### src/rtl/fifo_pkg.sv
// Shared defaults and sizing helper for the parameterised synchronous FIFO.
package fifo_pkg;

    localparam int DEF_DATA_W = 8;
    localparam int DEF_ADDR_W = 4;

    // Smallest n with 2**n >= value; lets users derive ADDR_W from a word depth.
    function automatic int clog2(input int value);
        int n;
        n = 0;
        while ((1 << n) < value) begin
            n = n + 1;
        end
        return n;
    endfunction

endpackage

### src/rtl/fifo_ram.sv
// Simple dual-port storage: one synchronous write port, one asynchronous read port.
module fifo_ram
    import fifo_pkg::*;
#(
    parameter int DATA_W = DEF_DATA_W,
    parameter int ADDR_W = DEF_ADDR_W
) (
    input  logic              clk,
    input  logic              i_we,
    input  logic [ADDR_W-1:0] i_waddr,
    input  logic [DATA_W-1:0] i_wdata,
    input  logic [ADDR_W-1:0] i_raddr,
    output logic [DATA_W-1:0] o_rdata
);

    localparam int DEPTH = 1 << ADDR_W;

    logic [DATA_W-1:0] r_mem [DEPTH];

    always_ff @(posedge clk) begin
        if (i_we) begin
            r_mem[i_waddr] <= i_wdata;
        end
    end

    // Combinational read keeps the FIFO show-ahead without an extra cycle.
    assign o_rdata = r_mem[i_raddr];

endmodule

### src/rtl/param_sync_fifo.sv
// Single-clock show-ahead FIFO with threshold flags, flush and sticky error flags.
module param_sync_fifo
    import fifo_pkg::*;
#(
    parameter int DATA_W   = DEF_DATA_W,
    parameter int ADDR_W   = DEF_ADDR_W,
    parameter int AF_LEVEL = (1 << ADDR_W) - 2,
    parameter int AE_LEVEL = 1
) (
    input  logic              clk,
    input  logic              reset,
    input  logic [DATA_W-1:0] i_din,
    input  logic              i_we,
    input  logic              i_re,
    input  logic              i_flush,
    input  logic              i_err_clr,
    output logic [DATA_W-1:0] o_dout,
    output logic [ADDR_W:0]   o_count,
    output logic              o_empty,
    output logic              o_full,
    output logic              o_almost_empty,
    output logic              o_almost_full,
    output logic              o_overflow,
    output logic              o_underflow
);

    localparam logic [ADDR_W:0] LP_DEPTH = (ADDR_W+1)'(1 << ADDR_W);
    localparam logic [ADDR_W:0] LP_AF    = (ADDR_W+1)'(AF_LEVEL);
    localparam logic [ADDR_W:0] LP_AE    = (ADDR_W+1)'(AE_LEVEL);

    logic [ADDR_W-1:0] r_head;
    logic [ADDR_W-1:0] r_tail;
    logic [ADDR_W:0]   r_count;
    logic              r_overflow;
    logic              r_underflow;

    logic w_empty;
    logic w_full;
    logic w_rd_ok;
    logic w_wr_ok;
    logic w_ram_we;

    assign w_empty = (r_count == '0);
    assign w_full  = (r_count == LP_DEPTH);

    // A write into a full FIFO still fits when the same cycle frees a slot.
    assign w_rd_ok  = i_re & ~w_empty;
    assign w_wr_ok  = i_we & (~w_full | w_rd_ok);
    assign w_ram_we = w_wr_ok & ~i_flush & ~reset;

    fifo_ram #(
        .DATA_W (DATA_W),
        .ADDR_W (ADDR_W)
    ) u_ram (
        .clk     (clk),
        .i_we    (w_ram_we),
        .i_waddr (r_tail),
        .i_wdata (i_din),
        .i_raddr (r_head),
        .o_rdata (o_dout)
    );

    always_ff @(posedge clk) begin
        if (reset) begin
            r_head      <= '0;
            r_tail      <= '0;
            r_count     <= '0;
            r_overflow  <= 1'b0;
            r_underflow <= 1'b0;
        end else if (i_flush) begin
            r_head  <= '0;
            r_tail  <= '0;
            r_count <= '0;
            if (i_err_clr) begin
                r_overflow  <= 1'b0;
                r_underflow <= 1'b0;
            end
        end else begin
            if (w_rd_ok) begin
                r_head <= r_head + 1'b1;
            end
            if (w_wr_ok) begin
                r_tail <= r_tail + 1'b1;
            end
            case ({w_wr_ok, w_rd_ok})
                2'b10:   r_count <= r_count + 1'b1;
                2'b01:   r_count <= r_count - 1'b1;
                default: r_count <= r_count;
            endcase
            // A fresh error outranks a same-cycle clear.
            if (i_we & ~w_wr_ok) begin
                r_overflow <= 1'b1;
            end else if (i_err_clr) begin
                r_overflow <= 1'b0;
            end
            if (i_re & w_empty) begin
                r_underflow <= 1'b1;
            end else if (i_err_clr) begin
                r_underflow <= 1'b0;
            end
        end
    end

    assign o_count        = r_count;
    assign o_empty        = w_empty;
    assign o_full         = w_full;
    assign o_almost_empty = (r_count <= LP_AE);
    assign o_almost_full  = (r_count >= LP_AF);
    assign o_overflow     = r_overflow;
    assign o_underflow    = r_underflow;

endmodule

### config.mk
export PLATFORM = sky130hd
export DESIGN_NAME = param_sync_fifo
export DESIGN_NICKNAME = d
export VERILOG_FILES = /design/src/rtl/fifo_pkg.sv /design/src/rtl/fifo_ram.sv /design/src/rtl/param_sync_fifo.sv
export SDC_FILE = /design/constraint.sdc
export NUM_CORES = 1
export LEC_CHECK = 0
export BUFFER_PORTS_ARGS = -buffer_cell sky130_fd_sc_hd__buf_2
export CORE_MARGIN = 3
export CORE_UTILIZATION = 60
export CTS_CLUSTER_SIZE = 8
export DETAILED_ROUTE_END_ITERATION = 8
export GPL_TIMING_DRIVEN = 1
export PLACE_DENSITY = 0.88
export RECOVER_POWER = 25
export SLEW_MARGIN = 20
export SYNTH_ARGS = -nofsm -noshare
export SYNTH_HDL_FRONTEND = slang
export SYNTH_SLANG_ARGS = --single-unit
export TNS_END_PERCENT = 5
### constraint.sdc
create_clock -name clk -period 2.3 [get_ports clk]
set_clock_uncertainty 0.15 [all_clocks]
set_input_delay 0 -clock clk [delete_from_list [all_inputs] [get_ports clk]]
set_output_delay 0 -clock clk [all_outputs]
set_load 0.01 [all_outputs]
==> flow_metrics.tcl, run 1 <==
set metrics [dict create \
    finalCritPeriodShare_pct 99.5 \
    ys_async_sr_fraction_pct 0 \
    slowest_delay_ps 560 \
    wl_per_cell_um 23.2 \
    numCtsBuffers 17 \
    ys_top_cells_by_area "edfxtp_1 (65%), mux4_2 (12%), dfxtp_1 (6.5%), ha_1 (2.1%), a22oi_1 (2.0%)" \
    ys_types 37 \
    finalNetCount 436 \
    detail_route.iter0.violations 333 \
    cp-end-kind "output port" \
    seq_area_um2 4230 \
    path_max_fanout 16 \
    fp.coreArea_um2 9370 \
    final-setup-viol-count 0 \
    clkSlewWorstSetupHoldPaths_ps 70 \
    grt_usage_pct 25.2 \
    cp_slowest_cell "mux4_2" \
    hp-class "primary input to flop" \
    crit_cells 5 \
    rsz0062_at_grt "true" \
    synth-edff-count 128 \
    finalHoldViolations 0 \
    syn_avg_cell_area_um2 17.5 \
    postSynthCellCount 336 \
    ys_seq_elements 147 \
    critPathTopFamily "multiplexers" \
    crit_path_cell_trace "buf_16 -> mux4_2 -> a22oi_1 -> nand2_1 -> buf_2" \
    slew_viol_final 0 \
    grt_antenna_before_repair 0 \
    critPathRequiredTime_ps 2150 \
    fill_cells 533 \
    cts_tree "built" \
    syn_area_um2 5890 \
    gr-total-overflow 0 \
    routabilityCongestion 0.762 \
    initial_core_util_pct 62.9 \
    fp.dieH_um 105 \
    avgViaCountPerCell 6.15 \
    setup_slack_ps 10.8 \
    r2r-start "o_count[1]" \
    relSlewSlack_pct 42.8 \
    postRouteAntennaNets 0 \
    drive_gt1_share_pct 31.3 \
    worstPathArrival_ps 2140 \
    h-tree-depth 4 \
    hold_end "o_underflow" \
    grt_pass1_wl_mm 20.3 \
    hp-start "reset" \
    reg2reg_slack_ps 140 \
    hold_depth 3 \
    startpoint_type "flop" \
    yosysTopAreaCell "edfxtp_1" \
    clock_latency_ps 520 \
    die_w_um 105 \
    drv_cap 0 \
    grt_pass1_vias 3492 \
    worstMarginPinSlew_ps 855 \
    dieArea_um2 11000 \
    cts_buffer_depth 2 \
    rows 35 \
    routed_wl_mm 12.9 \
    multiInputGateArea_um2 1620 \
    power_density_nw_per_um2 809 \
    ios 33 \
    place_area_um2 6340 \
    fin_crit_ps 2290 \
    outcome "finished clean" \
    final_area_um2 7170 \
    place_ws_ps 94.6 \
    leakagePower_uw 0.00241 \
    yosysMostFrequentCell "edfxtp_1" \
    cts_sinks 147 \
    rr_worst_depth 8 \
    io_buffers 32 \
    syn_nets 360 \
    drc 0 \
    synth-warning-count 0 \
    vias 3406 \
    antenna_cells 0 \
    fmax_mhz 437 \
    yosysTopAreaCellShare_pct 65.3 \
    holdWs_ps 80.4 \
    reg2reg_to "r_tail[0]" \
    synth_common_cells "edfxtp_1 (128), mux4_2 (32), nor2_1 (30)" \
    path_buf_inv 2 \
    clockRootBuffer "clkbuf_8" \
    synth_ff_type "edfxtp_1" \
    grt_max_degree 33 \
    post-dp-hpwl_mm 7.68 \
    critPathKind "flop to output port" \
    ys_seq_area_share_pct 71.7 \
    dr.pass1.iters 5 \
    irDropWorstVdd_mv 0.499 \
    area_growth_syn_to_layout_pct 21.7 \
]
-- layout make-up --
class	instances	share of cell area, %
Tap cell	129	2.25
Sequential cell	147	59.0
Inverter	10	0.523
Timing Repair Buffer	72	7.73
Multi-Input combinational cell	164	22.5
Clock inverter	15	2.23
Clock buffer	17	5.78
-- logic make-up after synthesis --
family                   after synthesis  share of synthesized area [%]
flip-flops                           147                           71.7
AND/OR/NAND/NOR                       83                           7.03
buffers and inverters                 25                           1.91
XOR/XNOR                               6                          0.892
multiplexers                          33                           12.4
adder cells (fa/ha/maj)               10                           2.12
AO/OA/AOI/OAI                         32                           3.93
-- state kept, by name (all words and copies together), names as in the netlist, named ones only --
| signal | flops |
|---|---|
| r_tail | 4 |
| o_underflow | 1 |
| r_head | 4 |
| o_overflow | 1 |
| o_count | 5 |
| u_ram.r_mem | 128 |
-- cell usage in the layout (no fill, tap or decap), drive strengths merged, types with 3 or more instances in the layout --
master | synthesis | final
edfxtp | 128 | 128
buf | 7 | 50
mux4 | 32 | 32
nor2 | 30 | 30
clkbuf | 8 | 24
dfxtp | 19 | 19
inv | 10 | 19
nand2 | 17 | 17
a22oi | 16 | 16
dlygate4sd3 | 0 | 15
ha | 10 | 10
a21oi | 6 | 6
nor3 | 6 | 6
nand3 | 5 | 5
o211ai | 4 | 4
and3 | 4 | 4
xor2 | 4 | 4
nor2b | 4 | 4
nand3b | 3 | 3
nand4 | 3 | 3
clkinv | 0 | 3
-- per-layer routing --
layer	share of wire (%)	GRT usage, %	up-vias
met3	7.6	4.69	25
li1	-	-	1482
met5	0	0	-
met2	51	40.9	188
met4	2.3	9.37	0
met1	39	34.6	1711
-- worst register-to-register path, cell delays in order (launching register included) --
cell and delay, ps:
dfxtp_1 310, inv_1 90, ha_2 190, nand4bb_1 150, buf_4 180, o21a_2 240
xnor2_1 150, nor2_1 50, dlygate4sd3_1 540
-- how the worst max path moves through the flow --
stage | from | to | slack, ps
after floorplan | o_count[0] | u_ram.r_mem[0][0] | 100
after global routing | flop | o_dout[5] | -60
after detailed placement | o_count[1] | u_ram.r_mem[15][0] | 90
after global placement | o_count[0] | u_ram.r_mem[15][7] | 190
after CTS | flop | o_dout[5] | -20
final | flop | o_dout[5] | 10
-- stage by stage --
step	instances	power [uW]	setup TNS (ps)	utilization (%)
floorplan	336	3090	0	-
global placement	505	3180	0	67.6
detailed placement	505	3190	0	67.6
CTS	554	5820	-34.5	76.4
global route	554	5970	-306	76.5
finish	554	5800	0	76.5
-- where the power goes --
group	leakage [uW]	total, uW	internal, uW	switching (uW)
sequential	0.00131	2920	2910	8.41
combinational	0.000828	254	109	145
clock	0.000278	2630	1480	1150
total	0.00241	5800	4500	1300
-- timing repair --
action                                 4_1_cts  5_1_grt
pin swaps                                    2        2
gates cloned                                 2        0
hold buffers                                15        0
setup endpoints to repair                    8       16
buffers inserted                             0        0
resized for setup                           11        7
endpoints found under the hold margin      147        0
Note: power is estimated with default switching activity, not from simulation.
==> run 2, diff against run 1 <==
- CAP_MARGIN: unset -> 25
- CELL_PAD_IN_SITES_DETAIL_PLACEMENT: unset -> 1
- CELL_PAD_IN_SITES_GLOBAL_PLACEMENT: unset -> 1
- CORE_UTILIZATION: 60 -> 52
==> flow_metrics.tcl, run 2 (synthesized netlist as in run 1, its figures left out) <==
set metrics [dict create \
    antenna_cells 0 \
    leakagePower_uw 0.00243 \
    holdWs_ps 180 \
    ios 33 \
    post-cts-setup-buffers 0 \
    place_area_um2 6360 \
    grt_pass1_wl_mm 23.6 \
    final_area_um2 7150 \
    rsz0062_at_grt "true" \
    top_register "u_ram.r_mem" \
    routed_wl_mm 15.5 \
    grt_antenna_before_repair 0 \
    grt_max_degree 33 \
    fp.coreArea_um2 10900 \
    irDropWorstVdd_mv 0.581 \
    cp-end-kind "output port" \
    startpoint_type "flop" \
    final-setup-viol-count 0 \
    fill_cells 979 \
    rows 38 \
    area_growth_syn_to_layout_pct 21.5 \
    path_max_fanout 8 \
    layout_common_cells "edfxtp_1 (128), mux4_2 (32), nor2_1 (30)" \
    finalHoldViolations 0 \
    avgViaCountPerCell 6.16 \
    drv_cap 0 \
    detail_route.iter0.violations 309 \
    drive_gt1_share_pct 29.7 \
    fin_crit_ps 2270 \
    clkSlewWorstSetupHoldPaths_ps 60 \
    fin_util_pct 65.4 \
    die_w_um 112 \
    fmax_mhz 441 \
    worstPathArrival_ps 2120 \
    post-dp-hpwl_mm 9.39 \
    worstMarginPinSlew_ps 883 \
    finalCritPeriodShare_pct 98.6 \
    postRouteAntennaNets 0 \
    cts_buffer_depth 2 \
    h-tree-depth 4 \
    vias 3477 \
    clockRootBuffer "clkbuf_16" \
    slew_viol_final 0 \
    relSlewSlack_pct 40.9 \
    numCtsBuffers 17 \
    dieArea_um2 12600 \
    hp-class "primary input to flop" \
    cts_sinks 147 \
    cts_tree "built" \
    critPathKind "flop to output port" \
    fp.dieH_um 112 \
    critPathRequiredTime_ps 2150 \
    wl_per_cell_um 27.6 \
    power_density_nw_per_um2 857 \
    routabilityCongestion 0.825 \
    outcome "finished clean" \
    mostFrequentLayoutCell "edfxtp_1" \
    io_buffers 32 \
    gr-total-overflow 0 \
    largest_reg_flops 128 \
    grt_pass1_vias 3769 \
    initial_core_util_pct 53.9 \
    drc 0 \
    grt_usage_pct 26.3 \
    clock_latency_ps 430 \
    dr.pass1.iters 5 \
    finalNetCount 435 \
]
## run 2: layout make-up
class	instances	area, um^2	area share [%]
clock buffer	17	425	5.95
clock inverter	15	206	2.89
inverter	10	37.5	0.525
multi-input combinational	164	1570	21.9
sequential	147	4230	59.1
tap	140	175	2.45
timing repair buffer	71	514	7.19
## run 2: path summary, 6_finish.rpt
path	from	to	slack, ps	cells after the start
max	flop	o_dout[7]	30	4
min	reset	o_underflow	180	3
max reg2reg	o_count[1]	u_ram.r_mem[3][5]	120	5
min reg2reg	o_underflow	o_underflow	330	2
## run 2: timing repair
| item | CTS | global route |
|---|---|---|
| setup endpoints to repair | 7 | 117 |
| resized for setup | 4 | 4 |
| hold buffers | 14 | 0 |
| endpoints found under the hold margin | 147 | 0 |
## run 2: critical path, cell delays in order (launching register included)
cell     delay (ps)
dfxtp_1         390
nor2_1          710
a22oi_1         290
nand2_1         150
buf_2           140
## run 2: metal layers
metal  vias up  share of wire, %  GRT usage, %
li1       1479                 -             -
met1      1788                40          33.6
met2       177                50          43.2
met3        33               6.3          6.47
met4         0               3.8          11.7
met5         -                 0             0
## run 2: power by group
group	internal, uW	switching [uW]	total (uW)
sequential	2910	8.38	2920
clock	1830	1130	2960
combinational	102	153	254
## run 2: stage by stage
| stage | cells | setup WS (ps) | TNS (ps) | power [uW] |
|---|---|---|---|---|
| after floorplan | 336 | 103 | 0 | 3090 |
| after global placement | 518 | 267 | 0 | 3190 |
| after detailed placement | 518 | 156 | 0 | 3200 |
| after CTS | 564 | 21.2 | 0 | 6170 |
| after global routing | 564 | -45.6 | -635 | 6310 |
| final | 564 | 33.3 | 0 | 6130 |
==> run 3, diff against run 2 <==
- CELL_PAD_IN_SITES_DETAIL_PLACEMENT: 1 -> unset
- CELL_PAD_IN_SITES_GLOBAL_PLACEMENT: 1 -> unset
- CORE_UTILIZATION: 52 -> 63
- CTS_BUF_LIST: unset -> sky130_fd_sc_hd__clkbuf_4
- PLACE_DENSITY: 0.88 -> 0.91
==> flow_metrics.tcl, run 3 (synthesized netlist as in run 1, its figures left out) <==
set metrics [dict create \
    clockRootBuffer "clkbuf_4" \
    rsz0062_at_grt "true" \
    postRouteAntennaNets 0 \
    rows 34 \
    wl_per_cell_um 25.2 \
    finalNetCount 436 \
    crit_path_cell_trace "clkbuf_16 -> mux4_2 -> a22oi_2 -> nand2_1 -> buf_2" \
    startpoint_type "flop" \
    irDropWorstVdd_mv 0.387 \
    final-setup-viol-count 1 \
    ios 33 \
    setup_slack_ps -6.30 \
    drc 0 \
    numCtsBuffers 17 \
    grt_pass1_vias 3310 \
    cts_buffer_depth 2 \
    detail_route.iter0.violations 361 \
    layout_common_cells "edfxtp_1 (128), mux4_2 (32), nor2_1 (29)" \
    cts_tree "built" \
    fp.dieH_um 103 \
    grt_pass1_wl_mm 19.4 \
    mostFrequentLayoutCell "edfxtp_1" \
    h-tree-depth 4 \
    antenna_cells 0 \
    cts_sinks 147 \
    fin_crit_ps 2310 \
    post-dp-hpwl_mm 7.89 \
    cp-end-kind "output port" \
    gr-total-overflow 0 \
    relSlewSlack_pct 40.8 \
    finalHoldViolations 0 \
    routed_wl_mm 13.4 \
    violations "setup timing" \
    fmax_mhz 434 \
    place_ws_ps 108 \
    initial_core_util_pct 66.3 \
    p_sw_uw 1090 \
    clkSlewWorstSetupHoldPaths_ps 130 \
    grt_max_degree 33 \
    grt_antenna_before_repair 0 \
    dr.pass1.iters 6 \
    r2r-start "o_count[0]" \
    hp-start "reset" \
    fp.coreArea_um2 8890 \
    fill_cells 475 \
    vias 3487 \
    seq_power_share_pct 59.9 \
    worstPathArrival_ps 2160 \
    drv_cap 0 \
    dieArea_um2 10500 \
    worstMarginPinSlew_ps 888 \
    slew_viol_final 0 \
    combinationalPowerShare_pct 5.2 \
    post-cts-setup-buffers 0 \
    grt_usage_pct 26.6 \
    routabilityCongestion 0.869 \
    clkPwrFrac_pct 34.9 \
    drive_gt1_share_pct 29.7 \
    critPathRequiredTime_ps 2150 \
    area_growth_syn_to_layout_pct 16.3 \
    io_buffers 32 \
    power_density_nw_per_um2 710 \
    outcome "finished with violations" \
    die_w_um 103 \
    finalCritPeriodShare_pct 100 \
    leakagePower_uw 0.00229 \
    switching_share_pct 22.4 \
    hp-class "primary input to flop" \
    avgViaCountPerCell 6.55 \
    critPathKind "flop to output port" \
    slowest_delay_ps 580 \
    fin_util_pct 77.0 \
    holdWs_ps 74.1 \
    largest_reg_flops 128 \
    clock_latency_ps 510 \
    cp_slowest_cell "mux4_2" \
    top_register "u_ram.r_mem" \
    path_max_fanout 8 \
    p_int_uw 3780 \
]
-- run 3: cell types whose count changed in the layout (fill, tap and decap cells not counted), sizes merged --
cell	previous run	this run
bufinv	4	3
clkbuf	22	26
inv	13	15
buf	52	49
clkinvlp	2	4
clkinv	6	2
-- run 3: critical path, delay by kind of cell (launching register included) --
kind	cells	cell delay (ps)
mux	1	580
compound gates	1	190
buf+inv	2	350
flops	1	450
simple gates	1	80
-- run 3: what timing repair did --
action,CTS,global route
hold buffers,14,0
setup endpoints to repair,8,16
pin swaps,2,2
gates cloned,1,2
endpoints found under the hold margin,147,0
resized for setup,7,4
-- run 3: routing by layer --
layer	global-route usage (%)	part of all wire [%]	vias to the layer above
li1	-	-	1480
met1	35.2	35	1734
met2	44.1	51	239
met3	6.22	9.8	34
met4	8.68	4.0	0
met5	0	0	-
-- run 3: stage by stage --
step / std cells / instance area (um^2) / TNS (ps) / power, uW
2_1_floorplan: 336 / 5890 / 0 / 3090
3_3_place_gp: 484 / 6300 / 0 / 3180
3_5_place_dp: 484 / 6300 / 0 / 3190
4_1_cts: 530 / 6800 / -40.8 / 4840
5_1_grt: 532 / 6850 / -475 / 5020
6_report: 532 / 6850 / -6.30 / 4860
-- run 3: layout make-up --
type / count / area, um^2 / area share [%]
repair buffers: 72 / 558 / 8.15
flip-flops and latches: 147 / 4230 / 61.7
multi-input cells: 164 / 1590 / 23.2
clock inverters: 14 / 178 / 2.59
inverters: 10 / 37.5 / 0.548
well taps: 108 / 135 / 1.97
clock buffers: 17 / 128 / 1.86
-- run 3: worst paths after layout --
path	to	slack (ps)	depth (start not counted)
worst max-delay path	o_dout[6]	-6	5
worst min-delay path	o_underflow	70	3
worst max register to register	u_ram.r_mem[3][7]	90	5
worst min register to register	o_underflow	330	2
-- run 3: power by group through the flow --
stage               Clock, uW  Combinational (uW)  Sequential, uW
CTS                      1690                 245            2910
finish                   1700                 253            2910
global route             1830                 275            2910
global placement            0                 213            2970
floorplan                   0                 120            2970
detailed placement          0                 221            2970
